[src/rtl/sysref_ctrl_pkg.sv]
// Shared definitions for the SYSREF sync controller.
//   state_e        : sequencer states
//   *_DEF          : default widths, lock count and timeout
package sysref_ctrl_pkg;

  localparam int unsigned PERIOD_W_DEF    = 16;
  localparam int unsigned NPULSE_W_DEF    = 8;
  localparam int unsigned LOCK_CNT_DEF    = 4;
  localparam int unsigned TIMEOUT_CYC_DEF = 65535;

  typedef enum logic [2:0] {
    IDLE,
    SEARCH,
    MEASURE,
    GATE,
    DONE,
    ERROR
  } state_e;

endpackage

[src/rtl/sysref_period_meter.sv]
// SYSREF period meter: rise detector, saturating period counter,
// stored period and match comparator.
//   clk, rst_n  : clock, synchronous active-low reset
//   sysref_in   : SYSREF already registered in clk
//   clr         : restart the counter (sequence start)
//   store_en    : store the just-completed period on a rise
//   rise        : rising edge of sysref_in this cycle
//   period_ok   : just-completed period matches the stored period
//   timeout     : counter saturated at TIMEOUT_CYC without a rise
//   period      : stored (last measured) period
// Macro SYSREF_PERIOD_TOL_EN: periods within +/-1 count as matching.
module sysref_period_meter
  import sysref_ctrl_pkg::*;
#(
  parameter int unsigned PERIOD_W    = PERIOD_W_DEF,
  parameter int unsigned TIMEOUT_CYC = TIMEOUT_CYC_DEF
) (
  input  logic                clk,
  input  logic                rst_n,
  input  logic                sysref_in,
  input  logic                clr,
  input  logic                store_en,
  output logic                rise,
  output logic                period_ok,
  output logic                timeout,
  output logic [PERIOD_W-1:0] period
);

  localparam logic [PERIOD_W-1:0] TMO = PERIOD_W'(TIMEOUT_CYC);

  logic                sysref_q, sysref_d;
  logic [PERIOD_W-1:0] cnt_q, cnt_d;
  logic [PERIOD_W-1:0] period_q, period_d;
`ifdef SYSREF_PERIOD_TOL_EN
  logic [PERIOD_W-1:0] diff;
`endif

  always_comb begin
    sysref_d = sysref_in;
    rise     = sysref_in & ~sysref_q;
    // cnt_q holds the length of the period that ends on this rise
    if (rise || clr) begin
      cnt_d = PERIOD_W'(1);
    end else if (cnt_q != TMO) begin
      cnt_d = cnt_q + PERIOD_W'(1);
    end else begin
      cnt_d = cnt_q;
    end
    period_d = (rise && store_en) ? cnt_q : period_q;
    timeout  = (cnt_q == TMO) && !rise;
`ifdef SYSREF_PERIOD_TOL_EN
    diff      = (cnt_q >= period_q) ? (cnt_q - period_q) : (period_q - cnt_q);
    period_ok = (diff <= PERIOD_W'(1));
`else
    period_ok = (cnt_q == period_q);
`endif
  end

  always_ff @(posedge clk) begin
    if (!rst_n) begin
      sysref_q <= 1'b0;
      cnt_q    <= '0;
      period_q <= '0;
    end else begin
      sysref_q <= sysref_d;
      cnt_q    <= cnt_d;
      period_q <= period_d;
    end
  end

  assign period = period_q;

endmodule

[src/rtl/sysref_sync_ctrl.sv]
// PL SYSREF sequencer for RF-ADC/RF-DAC multi-tile sync. Measures the
// SYSREF period until LOCK_CNT consecutive periods match, then forwards
// exactly num_pulses whole pulses (1-cycle registered delay).
//   pl_clk, pl_resetn      : clock, synchronous active-low reset
//   sysref_in              : SYSREF registered in pl_clk
//   arm / abort            : start pulse / level forcing IDLE (abort wins)
//   num_pulses             : pulses to forward (0: DONE right after lock)
//   sysref_adc, sysref_dac : gated SYSREF outputs
//   busy, locked, done, error, period : status
// Macro SYSREF_PERIOD_TOL_EN: tolerate +/-1 cycle period jitter.
module sysref_sync_ctrl
  import sysref_ctrl_pkg::*;
#(
  parameter int unsigned PERIOD_W    = PERIOD_W_DEF,
  parameter int unsigned LOCK_CNT    = LOCK_CNT_DEF,
  parameter int unsigned TIMEOUT_CYC = TIMEOUT_CYC_DEF,
  parameter int unsigned NPULSE_W    = NPULSE_W_DEF
) (
  input  logic                pl_clk,
  input  logic                pl_resetn,
  input  logic                sysref_in,
  input  logic                arm,
  input  logic                abort,
  input  logic [NPULSE_W-1:0] num_pulses,
  output logic                sysref_adc,
  output logic                sysref_dac,
  output logic                busy,
  output logic                locked,
  output logic                done,
  output logic                error,
  output logic [PERIOD_W-1:0] period
);

  localparam int unsigned MATCH_W = $clog2(LOCK_CNT + 1);

  state_e              state_q, state_d;
  logic [MATCH_W-1:0]  match_cnt_q, match_cnt_d;
  logic [NPULSE_W-1:0] pulse_cnt_q, pulse_cnt_d;
  logic [NPULSE_W-1:0] num_q, num_d;
  logic                fwd_q, fwd_d;
  logic                sysref_out_q, sysref_out_d;
  logic                busy_q, busy_d;
  logic                locked_q, locked_d;
  logic                done_q, done_d;
  logic                error_q, error_d;

  logic rise, period_ok, timeout, arm_go, store_en;

  always_comb begin
    arm_go   = arm && !abort && (state_q inside {IDLE, DONE, ERROR});
    store_en = state_q inside {MEASURE, GATE};
  end

  sysref_period_meter #(
    .PERIOD_W    (PERIOD_W),
    .TIMEOUT_CYC (TIMEOUT_CYC)
  ) u_meter (
    .clk       (pl_clk),
    .rst_n     (pl_resetn),
    .sysref_in (sysref_in),
    .clr       (arm_go),
    .store_en  (store_en),
    .rise      (rise),
    .period_ok (period_ok),
    .timeout   (timeout),
    .period    (period)
  );

  always_comb begin
    state_d     = state_q;
    match_cnt_d = match_cnt_q;
    pulse_cnt_d = pulse_cnt_q;
    num_d       = num_q;
    // An accepted pulse keeps following sysref_in until it falls,
    // independent of the state, so it is never cut short.
    fwd_d        = fwd_q & sysref_in;
    sysref_out_d = fwd_q & sysref_in;

    case (state_q)
      IDLE, DONE, ERROR: begin
        if (arm_go) state_d = SEARCH;
      end
      SEARCH: begin
        if (timeout) begin
          state_d = ERROR;
        end else if (rise) begin
          state_d     = MEASURE;
          match_cnt_d = '0;
        end
      end
      MEASURE: begin
        if (timeout) begin
          state_d = ERROR;
        end else if (rise) begin
          if (!period_ok) begin
            match_cnt_d = '0;
          end else if (int'(match_cnt_q) + 1 >= int'(LOCK_CNT) - 1) begin
            state_d     = (num_pulses == '0) ? DONE : GATE;
            pulse_cnt_d = '0;
            num_d       = num_pulses;
          end else begin
            match_cnt_d = match_cnt_q + MATCH_W'(1);
          end
        end
      end
      GATE: begin
        if (timeout) begin
          state_d = ERROR;
        end else if (rise) begin
          if (!period_ok) begin
            state_d = ERROR;
          end else if (pulse_cnt_q < num_q) begin
            fwd_d        = 1'b1;
            sysref_out_d = 1'b1;
            pulse_cnt_d  = pulse_cnt_q + NPULSE_W'(1);
          end
        end else if (fwd_q && !sysref_in && pulse_cnt_q == num_q) begin
          state_d = DONE;
        end
      end
      default: state_d = IDLE;
    endcase

    if (abort) begin
      state_d      = IDLE;
      fwd_d        = 1'b0;
      sysref_out_d = 1'b0;
    end

    busy_d   = state_d inside {SEARCH, MEASURE, GATE};
    locked_d = state_d inside {GATE, DONE};
    done_d   = (state_d == DONE);
    error_d  = (state_d == ERROR);
  end

  always_ff @(posedge pl_clk) begin
    if (!pl_resetn) begin
      state_q      <= IDLE;
      match_cnt_q  <= '0;
      pulse_cnt_q  <= '0;
      num_q        <= '0;
      fwd_q        <= 1'b0;
      sysref_out_q <= 1'b0;
      busy_q       <= 1'b0;
      locked_q     <= 1'b0;
      done_q       <= 1'b0;
      error_q      <= 1'b0;
    end else begin
      state_q      <= state_d;
      match_cnt_q  <= match_cnt_d;
      pulse_cnt_q  <= pulse_cnt_d;
      num_q        <= num_d;
      fwd_q        <= fwd_d;
      sysref_out_q <= sysref_out_d;
      busy_q       <= busy_d;
      locked_q     <= locked_d;
      done_q       <= done_d;
      error_q      <= error_d;
    end
  end

  assign sysref_adc = sysref_out_q;
  assign sysref_dac = sysref_out_q;
  assign busy       = busy_q;
  assign locked     = locked_q;
  assign done       = done_q;
  assign error      = error_q;

endmodule
[config.mk]
export PLATFORM = sky130hd
export DESIGN_NAME = sysref_sync_ctrl
export DESIGN_NICKNAME = d
export VERILOG_FILES = /design/src/rtl/sysref_ctrl_pkg.sv /design/src/rtl/sysref_period_meter.sv /design/src/rtl/sysref_sync_ctrl.sv
export SDC_FILE = /design/constraint.sdc
export NUM_CORES = 1
export LEC_CHECK = 0
export CAP_MARGIN = 20
export CORE_ASPECT_RATIO = 1.4
export CORE_MARGIN = 3
export CORE_UTILIZATION = 38
export CTS_BUF_LIST = sky130_fd_sc_hd__clkbuf_8 sky130_fd_sc_hd__clkbuf_16
export CTS_CLUSTER_SIZE = 30
export DETAILED_ROUTE_END_ITERATION = 10
export GPL_TIMING_DRIVEN = 1
export PLACE_DENSITY = 0.58
export REMOVE_ABC_BUFFERS = 1
export SLEW_MARGIN = 20
export SYNTH_ARGS = -nofsm -noshare
export SYNTH_HDL_FRONTEND = slang
export SYNTH_HIERARCHICAL = 1
export SYNTH_SLANG_ARGS = --single-unit
[constraint.sdc]
create_clock -name pl_clk -period 6.4 [get_ports pl_clk]
set_clock_uncertainty 0.05 [all_clocks]
set_input_delay 1.28 -clock pl_clk [delete_from_list [all_inputs] [get_ports pl_clk]]
set_output_delay 1.28 -clock pl_clk [all_outputs]
set_load 0.01 [all_outputs]
==> results of run 1 <==
==> worst max-delay path by stage <==
stage,endpoint,cells after the start,slack [ns]
after floorplan,pulse_cnt_q[6],7,3.28
after global placement,pulse_cnt_q[7],8,2.49
after detailed placement,pulse_cnt_q[7],8,2.40
after CTS,pulse_cnt_q[7],8,2.75
after global routing,pulse_cnt_q[0],8,2.46
final,pulse_cnt_q[0],8,2.72
==> cells in the mapped netlist (all sizes together) <==
library cell / n
dfxtp: 60
nand2: 55
nor2: 26
a21oi: 23
xnor2: 19
inv: 17
a21boi: 16
buf: 16
nand4: 13
ha: 12
mux2i: 11
o21ai: 11
nand3: 10
nor4: 10
or4: 9
or3: 8
and3: 7
clkbuf: 7
nor3: 7
nor2b: 6
o31ai: 6
and2: 5
nand2b: 5
a211oi: 3
nand3b: 2
o2111ai: 2
o211ai: 2
o21a: 2
o31a: 2
o32a: 2
a2bb2oi: 1
a31oi: 1
a32oi: 1
and4: 1
mux2: 1
nor3b: 1
o211a: 1
o21ba: 1
o311ai: 1
o41ai: 1
or3b: 1
==> per-stage QoR <==
step / area, µm² / total power [W] / util (%) / hold WS [ns]
after floorplan: 3100 / 0.000404 / - / 0.368
after global placement: 3580 / 0.000423 / 43.7 / 0.386
after detailed placement: 3580 / 0.000423 / 43.7 / 0.398
after CTS: 3900 / 0.000940 / 47.5 / 0.408
after global routing: 3900 / 0.000959 / 47.6 / 0.441
final: 3900 / 0.000929 / 47.6 / 0.404
==> worst max-delay path, stage by stage <==
cell             delay [ns]
clkdlybuf4s50_1        0.50
nor2b_1                0.62
nor2_1                 0.18
inv_1                  0.13
and3_1                 0.22
nand3_2                0.22
or4_1                  0.58
a21oi_1                0.15
==> metal layers <==
layer	track usage (%)	up-vias	share of wire, %
met5	0	-	0
met4	7.08	0	2.3
met3	3.80	15	2.9
met2	29.0	44	53
met1	17.6	1265	42
li1	-	1416	-
==> area by class of cell <==
| class | instances | area, µm² | share of cell area (%) |
|---|---|---|---|
| Clock inverter | 6 | 78.8 | 2.02 |
| Inverter | 17 | 63.8 | 1.64 |
| Sequential cell | 60 | 1200 | 30.8 |
| Tap cell | 102 | 128 | 3.27 |
| Multi-Input combinational cell | 285 | 1840 | 47.1 |
| Timing Repair Buffer | 36 | 355 | 9.11 |
| Clock buffer | 10 | 239 | 6.12 |
==> cell usage in the layout, fill, tap and decap left out, drive strengths merged, types with 11 or more instances in the layout <==
master and instances:
dfxtp 60, nand2 55, clkdlybuf4s50 34, nor2 26
a21oi 23, xnor2 19, inv 18, a21boi 16
nand4 13, ha 12, mux2i 11, o21ai 11
==> sequential cells by signal, summed over array words and instances (netlist names) <==
name	cells
u_meter/cnt_q	16
u_meter/period	16
num_q	8
pulse_cnt_q	8
match_cnt_q	3
state_q	3
busy	1
done	1
error	1
locked	1
sysref_adc	1
u_meter/sysref_q	1
==> kinds of logic after synthesis <==
logic type,Yosys count
AND/OR/NAND/NOR,166
flip-flops,60
XOR/XNOR,19
multiplexers,12
AO/OA/AOI/OAI,76
adder cells (fa/ha/maj),12
buffers and inverters,40
==> power by group <==
group          switching [W]  internal [W]  total (W)
sequential        0.00000317      0.000376   0.000379
combinational      0.0000194     0.0000164  0.0000358
clock               0.000167      0.000347   0.000514
==> flow_summary.ini, run 1 <==
[status]
outcome = complete, no violations

[synthesis]
yosys_register_bits = 60
yosysTopAreaCellShare_pct = 37.2
yosys.area.top_type = dfxtp_1
synth_fa_ha_area_share_pct = 4.65
synthXorXnorAreaFrac_pct = 5.15
synthMuxAreaShare_pct = 3.76
synthCells = 385
synthTopCellsByArea = dfxtp_1, nand2_1, xnor2_1, ha_1, a21boi_0
ys_warn_count = 6
synth_simple_gate_area_share_pct = 27.1
synth_area_um2 = 3230
synthDistinctLibCells = 54
yosysSeqAreaShare_pct = 37.2
synth-compound-area-share_pct = 16.0
synth.avg_cell_area_um2 = 8.39
synth_top_family_by_area = simple AND/OR/NAND/NOR gates

[clock_network]
cts_resized = 0
clk_latency_ns = 0.32
clk_pin_slew_ns = 0.05
postCtsHoldBufs = 0
cts_num_sinks = 60
cts-buffers-inserted = 9
cts.htree.levels = 3
cts_tree = yes
cts_setup_buffers = 0
max-clock-path-buffers = 2
cts_root_buf = clkbuf_16

[die]
dieWidth_um = 83.9
die_area_um2 = 9660
start_util_pct = 39.4
ios = 35
die_y_um = 115
std_cell_rows = 39
core-area_um2 = 8200

[routing]
dr.pass1.iters = 4
wl_per_cell_um = 14.1
vias = 2740
antenna_left = 0
drt_iter0_drc = 104
drc_errors = 0
vias_per_cell = 5.31
wirelength_um = 7300

[sta]
fmax_mhz = 272
fin_tns_setup_ns = 0
tightest_slew_ns = 0.742
slew_violations = 0
relSlewSlack_pct = 50.4
setup-violations-final = 0
period_minus_slack_ns = 3.68
rsz0062_at_grt = false
fin_crit_sh_pct = 57.5
layout_setup_ws_ns = 2.72
hold_viol = 0

[global_routing]
grt_use_total_pct = 15.9
grt_max_degree = 30
antenna_found_initial = 0
grt_pass1_vias = 2618
grt_overflow_total = 0
grt_pass1_wl_um = 12400

[finish]
n_fill_cell = 797
antenna_cells = 0
layout.cells.non_filler = 516
drive_gt1_share_pct = 7.49
final_net_count = 434
synthToLayoutAreaGrowth_pct = 20.8

[place]
dpl.hpwl_um = 5450
pre_cts_slack_ns = 2.40
place_congestion = 0.783
io_buffers = 34
dpl.cell_count = 500

[setup_path]
rr_startpoint = u_meter/cnt_q[0]
crit_start = sysref_in
cp.arrival_ns = 3.89
cp-end-kind = flop
reg2reg_to = pulse_cnt_q[7]
path_class = input port to flop
reg2reg_depth = 10
reg2reg_slack_ns = 2.91
cp_data_required_time_ns = 6.60
cp_max_fo = 13
critPathLaunchType = input port

[hold_path]
holdPathEnd = match_cnt_q[2]
hold_start = match_cnt_q[2]
min_path_type = flop to flop
hold_depth = 2

[power_and_ir_drop]
ir_drop_mv = 0.155
p_per_area_nw_per_um2 = 238
p_leak_nw = 1.37

[job]
drv_cap = 0
Power figures use the tool's default switching activity.
==> inputs of run 2 (changes only) <==
==> constraint.sdc (replaced) <==
create_clock -name pl_clk -period 3.7 [get_ports pl_clk]
set_clock_uncertainty 0.05 [all_clocks]
set_input_delay 0.74 -clock pl_clk [delete_from_list [all_inputs] [get_ports pl_clk]]
set_output_delay 0.74 -clock pl_clk [all_outputs]
set_load 0.01 [all_outputs]
==> run 2 against run 1 <==
Against the previous run:
- routed wire length grew 6.3%
- critical endpoint is now pulse_cnt_q[6]
- global-route usage is 0.97 points higher
- critical path type is now flop to flop
- critical path depth increased by 2
- first-iteration DRC count is 11% higher
- via count is 3.3% higher
- setup slack got worse by 2.5 ns
==> flow_summary.ini, run 2 (synthesis results as in run 1) <==
[clock_network]
cts_num_sinks = 60
cts.htree.levels = 3
max-clock-path-buffers = 2
clk_pin_slew_ns = 0.05
cts_root_buf = clkbuf_16
clk_latency_ns = 0.33
cts_setup_buffers = 0
cts_tree = yes
cts-buffers-inserted = 9
cts_resized = 0
postCtsHoldBufs = 0

[setup_path]
cp.arrival_ns = 3.65
path_class = flop to flop
cp-end-kind = flop
critPathLaunchType = flop
cp_data_required_time_ns = 3.90
cp_max_fo = 9

[die]
die_y_um = 115
dieWidth_um = 83.9
die_area_um2 = 9660
ios = 35
core-area_um2 = 8200
start_util_pct = 39.4
std_cell_rows = 39

[place]
placed_area_um2 = 3620
io_buffers = 34
place_congestion = 0.920
dpl.hpwl_um = 5590

[sta]
setup-violations-final = 0
fmax_mhz = 290
tightest_slew_ns = 0.608
fin_tns_setup_ns = 0
rsz0062_at_grt = false
period_minus_slack_ns = 3.45
hold_viol = 0
fin_crit_sh_pct = 93.3
slew_violations = 0
relSlewSlack_pct = 59.4

[finish]
postLayoutCellArea_um2 = 3990
layout_common_cells = dfxtp_1, nand2_1, clkdlybuf4s50_1
final_common_cell = dfxtp_1
n_fill_cell = 803
post-route-util_pct = 48.6
synthToLayoutAreaGrowth_pct = 23.4
drive_gt1_share_pct = 8.59
final_net_count = 439
antenna_cells = 0

[status]
outcome = complete, no violations

[routing]
vias = 2830
vias_per_cell = 5.43
antenna_left = 0
wirelength_um = 7760
dr.pass1.iters = 4
wl_per_cell_um = 14.9
drt_iter0_drc = 115
drc_errors = 0

[global_routing]
grt_overflow_total = 0
antenna_found_initial = 0
grt_use_total_pct = 16.9
grt_pass1_vias = 2704
grt_max_degree = 30
grt_pass1_wl_um = 13000

[power_and_ir_drop]
p_leak_nw = 1.41
p_per_area_nw_per_um2 = 437
ir_drop_mv = 0.349

[hold_path]
min_path_type = flop to flop

[job]
drv_cap = 0
run 2: changes by cell type in the layout (fill, tap and decap cells not counted):
cell	delta
buf_4	+5
clkbuf_8	+3
clkinv_2	-3
bufinv_16	+1
inv_1	-1
nor4_1	+1
nor4_2	-1
run 2: power breakdown:
part           leakage, nW  switching [W]   total, W  internal, W
Clock                0.182       0.000290    0.00102     0.000731
Sequential           0.484     0.00000505   0.000656     0.000651
Combinational        0.744      0.0000347  0.0000650    0.0000303
run 2: worst max-delay path, cell delays in order, from the launching register on:
cell and delay [ns]:
dfxtp_1 0.46, ha_1 0.35, nand3_1 0.30, or4_4 0.64
nor2_1 0.19, inv_1 0.10, and3_1 0.22, and3_1 0.20
nand2b_1 0.39, nand2_1 0.28, a21oi_1 0.19
run 2: path summary, 6_finish.rpt:
check / slack (ns) / to / cells past startpoint / from
hold / removal: 0.39 / match_cnt_q[2] / 2 / match_cnt_q[2]
setup / recovery: 0.25 / pulse_cnt_q[6] / 10 / u_meter/cnt_q[0]
setup reg to reg: 0.25 / pulse_cnt_q[6] / 10 / u_meter/cnt_q[0]
hold reg to reg: 0.39 / match_cnt_q[2] / 2 / match_cnt_q[2]
run 2: stage by stage:
step,hold WS [ns],worst slack [ns],instances,power [W]
final,0.395,0.248,521,0.00174
after global routing,0.428,0.00708,521,0.00179
after CTS,0.398,0.267,521,0.00176
after detailed placement,0.388,0.278,505,0.000734
after global placement,0.379,0.421,505,0.000733
after floorplan,0.368,0.805,362,0.000699
run 2: area by class of cell:
| class | instances | area [µm²] | area share (%) |
|---|---|---|---|
| inverter | 17 | 63.8 | 1.60 |
| sequential | 60 | 1200 | 30.1 |
| timing repair buffer | 41 | 393 | 9.86 |
| clock inverter | 3 | 90.1 | 2.26 |
| clock buffer | 13 | 280 | 7.03 |
| multi-input combinational | 285 | 1830 | 45.9 |
| tap | 102 | 128 | 3.20 |
run 2: routing by layer:
metal	part of all wire (%)	up-vias	GRT usage [%]	wire [µm]
met5	0	-	0	0
met1	41	1339	18.1	3190
met3	3.4	14	3.94	261
met4	1.5	0	6.65	114
li1	-	1422	-	-
met2	54	55	31.9	4200
